File: config.mk
export PLATFORM = sky130hd
export DESIGN_NAME = clk_div_prog
export DESIGN_NICKNAME = d
export VERILOG_FILES = /design/src/rtl/clk_div_pkg.sv /design/src/rtl/clk_div_cfg.sv /design/src/rtl/clk_div_prog.sv
export SDC_FILE = /design/constraint.sdc
export NUM_CORES = 1
export LEC_CHECK = 0
export CORE_ASPECT_RATIO = 1.1
export CORE_MARGIN = 5
export CORE_UTILIZATION = 25
export CTS_BUF_LIST = sky130_fd_sc_hd__clkbuf_8
export DETAILED_ROUTE_END_ITERATION = 8
export GPL_TIMING_DRIVEN = 0
export HOLD_SLACK_MARGIN = 0.03
export PLACE_DENSITY = 0.51
export SLEW_MARGIN = 20
export SYNTH_ARGS = -nofsm -noshare
export SYNTH_HDL_FRONTEND = slang
export SYNTH_HIERARCHICAL = 1
export SYNTH_SLANG_ARGS = --single-unit
File: constraint.sdc
create_clock -name clk -period 4.2 [get_ports clk]
set_clock_uncertainty 0.1 [all_clocks]
set_input_delay 0.63 -clock clk [delete_from_list [all_inputs] [get_ports clk]]
set_output_delay 0.63 -clock clk [all_outputs]
set_load 0.01 [all_outputs]
File: src/rtl/clk_div_pkg.sv
// ---------------------------------------------------------------------------
// clk_div_pkg
// Shared definitions for the programmable clock divider family:
//   DIV_W_DFLT       - default divisor / counter width
//   DEFAULT_DIV_DFLT - default divisor loaded at reset
//   div_t            - divisor type at the default width
//   half_floor()     - floor(N/2), the sq_o high threshold
// ---------------------------------------------------------------------------
package clk_div_pkg;

    localparam int DIV_W_DFLT       = 16;
    localparam int DEFAULT_DIV_DFLT = 32;

    typedef logic [DIV_W_DFLT-1:0] div_t;

    // floor(N/2): sq_o is high once the next count reaches this value
    function automatic int unsigned half_floor(input int unsigned n);
        return n >> 1;
    endfunction

endpackage

File: src/rtl/clk_div_cfg.sv
// ---------------------------------------------------------------------------
// clk_div_cfg
// Shadowed divisor register. A load captures a new divisor into a pending
// slot; the pending value moves into the active divisor only when the owner
// signals a safe point through apply_i, so the active divisor never changes
// mid-period.
// Ports:
//   clk        - system clock, rising edge
//   reset      - asynchronous active-low reset
//   load_i     - one-cycle strobe capturing div_i into the pending slot
//   div_i      - new divisor value
//   apply_i    - safe point: promote pending to active if one is waiting
//   cur_div_o  - divisor currently in effect
//   busy_o     - a pending divisor has not yet been applied
// ---------------------------------------------------------------------------
module clk_div_cfg
    import clk_div_pkg::*;
#(
    parameter int DIV_W     = DIV_W_DFLT,
    parameter int RESET_DIV = DEFAULT_DIV_DFLT
) (
    input  logic             clk,
    input  logic             reset,
    input  logic             load_i,
    input  logic [DIV_W-1:0] div_i,
    input  logic             apply_i,
    output logic [DIV_W-1:0] cur_div_o,
    output logic             busy_o
);

    logic [DIV_W-1:0] cur_div_q, cur_div_d;
    logic [DIV_W-1:0] pend_q, pend_d;
    logic             busy_q, busy_d;

    always_comb begin
        cur_div_d = cur_div_q;
        pend_d    = pend_q;
        busy_d    = busy_q;
        // Apply uses the value pending before this edge; a coincident load
        // then re-arms busy with the new value, so at most one change per edge.
        if (apply_i && busy_q) begin
            cur_div_d = pend_q;
            busy_d    = 1'b0;
        end
        if (load_i) begin
            pend_d = div_i;
            busy_d = 1'b1;
        end
    end

    always_ff @(posedge clk or negedge reset) begin
        if (!reset) begin
            cur_div_q <= DIV_W'(RESET_DIV);
            pend_q    <= '0;
            busy_q    <= 1'b0;
        end else begin
            cur_div_q <= cur_div_d;
            pend_q    <= pend_d;
            busy_q    <= busy_d;
        end
    end

    assign cur_div_o = cur_div_q;
    assign busy_o    = busy_q;

endmodule

File: src/rtl/clk_div_prog.sv
// ---------------------------------------------------------------------------
// clk_div_prog
// Runtime-programmable synchronous clock divider. One counter in the clk
// domain produces a one-cycle tick enable (tick_o) every N enabled cycles and
// a divided square wave (sq_o, low floor(N/2) / high ceil(N/2) cycles).
// tick_o is meant as a clock enable for downstream logic, not as a clock.
// Ports:
//   clk         - system clock, rising edge
//   reset       - asynchronous active-low reset
//   en_i        - count enable
//   restart_i   - synchronous phase restart (priority over en_i)
//   div_i       - new divisor N (0 = stopped)
//   div_load_i  - one-cycle strobe capturing div_i
//   div_busy_o  - pending divisor not yet applied
//   cur_div_o   - divisor currently in effect
//   tick_o      - one-cycle pulse per N enabled cycles
//   sq_o        - divided square wave, period N
// ---------------------------------------------------------------------------
module clk_div_prog
    import clk_div_pkg::*;
#(
    parameter int DIV_W       = DIV_W_DFLT,
    parameter int DEFAULT_DIV = DEFAULT_DIV_DFLT
) (
    input  logic             clk,
    input  logic             reset,
    input  logic             en_i,
    input  logic             restart_i,
    input  logic [DIV_W-1:0] div_i,
    input  logic             div_load_i,
    output logic             div_busy_o,
    output logic [DIV_W-1:0] cur_div_o,
    output logic             tick_o,
    output logic             sq_o
);

    logic [DIV_W-1:0] cur_div;
    logic [DIV_W-1:0] n_minus_1;
    logic [DIV_W-1:0] half_n;
    logic [DIV_W-1:0] next_cnt;
    logic             stopped;
    logic             at_wrap;
    logic             apply;

    logic [DIV_W-1:0] cnt_q, cnt_d;
    logic             tick_q, tick_d;
    logic             sq_q, sq_d;

    clk_div_cfg #(
        .DIV_W     (DIV_W),
        .RESET_DIV (DEFAULT_DIV)
    ) u_cfg (
        .clk       (clk),
        .reset     (reset),
        .load_i    (div_load_i),
        .div_i     (div_i),
        .apply_i   (apply),
        .cur_div_o (cur_div),
        .busy_o    (div_busy_o)
    );

    always_comb begin
        // N-1 wraps to all-ones for N=0; the stopped branch keeps cnt at 0
        // so that value is never matched while stopped.
        n_minus_1 = cur_div - DIV_W'(1);
        half_n    = DIV_W'(half_floor(32'(cur_div)));
        stopped   = (cur_div == '0);
        at_wrap   = (cnt_q == n_minus_1);
        next_cnt  = at_wrap ? '0 : cnt_q + DIV_W'(1);

        // Safe points for a divisor change: period boundary, idle, stopped,
        // or a phase restart.
        apply = restart_i || !en_i || stopped || at_wrap;

        cnt_d  = cnt_q;
        tick_d = 1'b0;
        sq_d   = sq_q;
        if (restart_i || stopped) begin
            cnt_d = '0;
            sq_d  = 1'b0;
        end else if (en_i) begin
            cnt_d  = next_cnt;
            tick_d = at_wrap;
            sq_d   = (next_cnt >= half_n);
        end
    end

    always_ff @(posedge clk or negedge reset) begin
        if (!reset) begin
            cnt_q  <= '0;
            tick_q <= 1'b0;
            sq_q   <= 1'b0;
        end else begin
            cnt_q  <= cnt_d;
            tick_q <= tick_d;
            sq_q   <= sq_d;
        end
    end

    assign cur_div_o = cur_div;
    assign tick_o    = tick_q;
    assign sq_o      = sq_q;

endmodule

==> results.txt <==
The number of register bits inferred by synthesis came out at between 50 and 60. Synthesis produced ~360 cells. The cell area after layout came out at around 4400 sq um. The first-pass GRT wire length came out at about 15000 microns. STA classifies the critical path startpoint as a flip-flop. The total global routing track utilization came out at between 10% and 20%. The number of vias after detailed routing is between 2000 and 3000. The initial core utilization came out at 25.5%. The length in cells of the worst reg-to-reg path came out at 16. The final instance count without filler cells came out at just under 600. The critical path ends at sq_o. The placement-stage cell area came out at between 4000 and 5000 sq um.

The via count of the first global-routing pass is roughly 2900. Setup violations remaining at the end of the flow were counted as 0. The initial antenna violation count came out at 0. At the end of the flow, the number of nets in the layout was roughly 450.

The die outline width is roughly 120 microns. The fraction of final layout cells with drive strength greater than 1 is 17.6%. The timing-limited maximum frequency came out at roughly 260 MHz. The Yosys step of the flow raised 6 warnings. The DRC violations left came out at 0. STA classifies the critical path endpoint as a flip-flop. The critical path goes through inv_1 > ha_4 > or4b_1 > o21ai_2 > o2111a_1 > o32ai_4 > nor4_4 > buf_4 > buf_2 > a21oi_1 > ha_1 > a21oi_1 > o211a_1 > o31ai_2 > nand4_1 > a31oi_1. The top routing layer in use is met4.

The leakage power summed over all cells is ~1.9 nW. The number of diodes is 0. The number of search-and-repair iterations in the first detailed-routing pass is 4. The number of buffer and inverter instances along the worst setup path is 3.

The routability congestion estimate came out at roughly 0.77. The placed wire-length estimate after detailed placement came out at just under 7000 microns. The highest ir drop seen on vdd came out at between 150 and 200 uV. Setup repair after global routing left no endpoint under its margin.

The count of buffers added on input and output ports is 38. The number of max-slew violations in the final report is 0. The number of clock buffers inserted by TritonCTS is 5. Sequential elements use a little over a third of the synthesized area.

For this block, the routed nets add up to a little over 9000 microns of wire. The worst hold path belongs to the class in2async. The proportion of register bits with asynchronous set or reset after synthesis came out at 100%.

TritonCTS built the clock tree. 40 I/O pins were placed. In the final timing run, aggregate negative setup slack is 0 ps. Clock-pin slew was measured on the worst setup and hold paths at approximately 110 ps.

The maximum number of pins on one net before global-route repair is 52. The synthesized area came out at about 3500 sq um. In this run the clock root is driven by a sky130_fd_sc_hd__clkbuf_8. The number of DRC markers after the initial detailed-route iteration came out at 161. The longest individual stage delay on the worst path came out at a little under 500 ps. The capture point of the worst reg-to-reg path is sq_o. In this run the worst setup path begins at u_cfg/cur_div_o[0]. Of the available clock period, the critical path in the final layout requires between 90% and 100%. STA puts the critical path data required time at 4350 ps. The number of clock sinks is 51. The number of logic stages on the critical path including buffering is 16. The final design utilization came out at 31.7%. The number of unique standard cell types used by synthesis came out at 53. The critical path is of the reg2reg type.

The launch point of the worst reg-to-reg path is u_cfg/cur_div_o[0]. The total length of routed met2 wires came out at 4290 microns. The most numerous cell type found on the critical path is sky130_fd_sc_hd__a21oi_1. Counting along the longest clock path gives a buffer depth of 2. Clock latency on the worst-skew pair, taken at its later pin, is 320 ps.

The ratio of total power to cell area is about 320 nW/um^2. The most instantiated flip-flop cell in the synthesis netlist is sky130_fd_sc_hd__dfrtp_1. The max-cap check violation count came out at 0. The slew at the pin closest to its max-slew limit came out at 936 ps. The wire length per cell after detailed routing is approximately 15 microns. In this run the register-to-register setup slack is just over 300 ps.

For the worst setup path, the data arrival time is 4040 ps. The run finished with clean final reports. Compared with the post-synthesis result, the final layout area differs by 24.6%. The maximum fanout along the worst path is 14. The die covers around 17000 sq um. The tightest hold margin is around 210 ps.

The synthesized design contains 0 enable-type register cells. The placeable core area is 13800 sq um. The minimum clock period after layout is around 3900 ps. The synthesized netlist net count came out at about 400. The average instance area after synthesis came out at slightly below 10 sq um. The global route total overflow is 0. The per-cell via count in the routed design is between 4 and 5.

The detailed-routed wire length on met3 came out at 340 microns. The routed length on met1 is between 4000 and 5000 microns. The floorplan step set the die height to approximately 130 microns.

The slowest stage of the critical path belongs to the cell sky130_fd_sc_hd__or4b_1. In this run the core area contains 45 standard-cell rows. The worst slew margin relative to its limit came out at a little under two fifths. The detail route stage leaves a number of antenna-violating nets equal to 0. The cell family contributing the most delay on the critical path is compound AO/OA/AOI/OAI gates. The number of endpoints with negative hold slack in the final report came out at 0.

The placed instance count is a little under 600. The number of hold-repair buffers added at the cts stage is 0. The H-tree was split into 2 levels.
==> layer usage <==
layer / global-route usage [%] / vias to the layer above
li1: - / 1387
met3: 2.19 / 8
met5: 0 / -
met2: 19.1 / 58
met4: 3.02 / 0
met1: 15.4 / 1404
==> kinds of logic after synthesis <==
kind of cell	Yosys count	share of synthesized area, %
AOI/OAI and AO/OA	62	11.7
xor gates and xnor gates	24	5.99
adders and majority gates	17	6.06
buffers and inverters	39	5.42
DFF	51	36.4
muxes	35	12.2
and+or+nand+nor	129	22.2
==> metrics by stage <==
stage          power (mW)  worst slack (ps)
2_1_floorplan       0.835               359
3_3_place_gp        0.991              -525
3_5_place_dp        0.996              -565
4_1_cts              1.39              19.1
5_1_grt              1.48              70.4
6_report             1.40               309
==> cells in the mapped netlist (all sizes together), types with 10 or more instances <==
master  instances  area (sq um)
a21oi          19          95.1
nor2           22          82.6
dfrtp          50          1250
xnor2          10          87.6
ha             17           213
nand2b         18           113
xor2           14           123
nand2          12          52.6
buf            10          81.3
mux2           32           398
nand3b         15           113
nand4          12          75.1
nand3          10          50.1
inv            21          78.8
a21o           11          82.6
==> repair_timing <==
| item | in CTS | in global routing |
|---|---|---|
| endpoints found under the setup margin | 1 | 1 |
| gates resized for setup | 7 | 11 |
| pin swaps | 1 | 4 |
| setup buffers | 2 | 5 |
| gates cloned | 0 | 0 |
==> sequential cells by signal, summed over array words and instances, names as in the netlist <==
| register | count |
|---|---|
| cnt_q | 16 |
| sq_o | 1 |
| tick_o | 1 |
| u_cfg/busy_o | 1 |
| u_cfg/cur_div_o | 16 |
| u_cfg/pend_q | 16 |
==> cell type report <==
cell class,instances,area [sq um]
Multi-Input combinational cell,267,2110
Fill cell,1463,9420
Tap cell,188,235
Buffer,16,109
Clock inverter,2,38.8
Sequential cell,51,1280
Inverter,21,78.8
Clock buffer,6,82.6
Timing Repair Buffer,45,435
==> worst reg2reg max path: cells and delay by family, from the launching register on <==
family | cells | cell delay [ps]
flip-flops | 1 | 450
buffers and inverters | 3 | 630
adder cells (fa/ha/maj) | 2 | 460
AO/OA/AOI/OAI | 8 | 1310
AND/OR/NAND/NOR | 3 | 870
==> power breakdown <==
part	switching, mW	internal (mW)
Clock	0.190	0.196
Combinational	0.180	0.221
Sequential	0.0781	0.540
==> cells in the final DEF, fill, tap and decap left out, types with 12 or more instances in the layout <==
cell type and n:
sky130_fd_sc_hd__dfrtp_1 48, sky130_fd_sc_hd__nand2b_1 18, sky130_fd_sc_hd__ha_1 16, sky130_fd_sc_hd__a21oi_1 19, sky130_fd_sc_hd__clkdlybuf4s50_1 37, sky130_fd_sc_hd__xor2_1 14
sky130_fd_sc_hd__nand3b_1 15, sky130_fd_sc_hd__inv_1 21, sky130_fd_sc_hd__nand4_1 12, sky130_fd_sc_hd__mux2_2 22, sky130_fd_sc_hd__nor2_1 22
==> worst min-delay path by stage <==
stage                                 from                  end  slack, ps  depth (start not counted)
after floorplan                      reset             cnt_q[0]        230                          0
after global routing                 reset   u_cfg/cur_div_o[3]        310                          1
final                                reset             cnt_q[4]        210                          1
after global placement    u_cfg/pend_q[11]  u_cfg/cur_div_o[11]        390                          1
after CTS                            reset            cnt_q[14]        260                          1
after detailed placement   u_cfg/pend_q[5]   u_cfg/cur_div_o[5]        390                          1
Note: power is estimated with default switching activity, not from simulation.
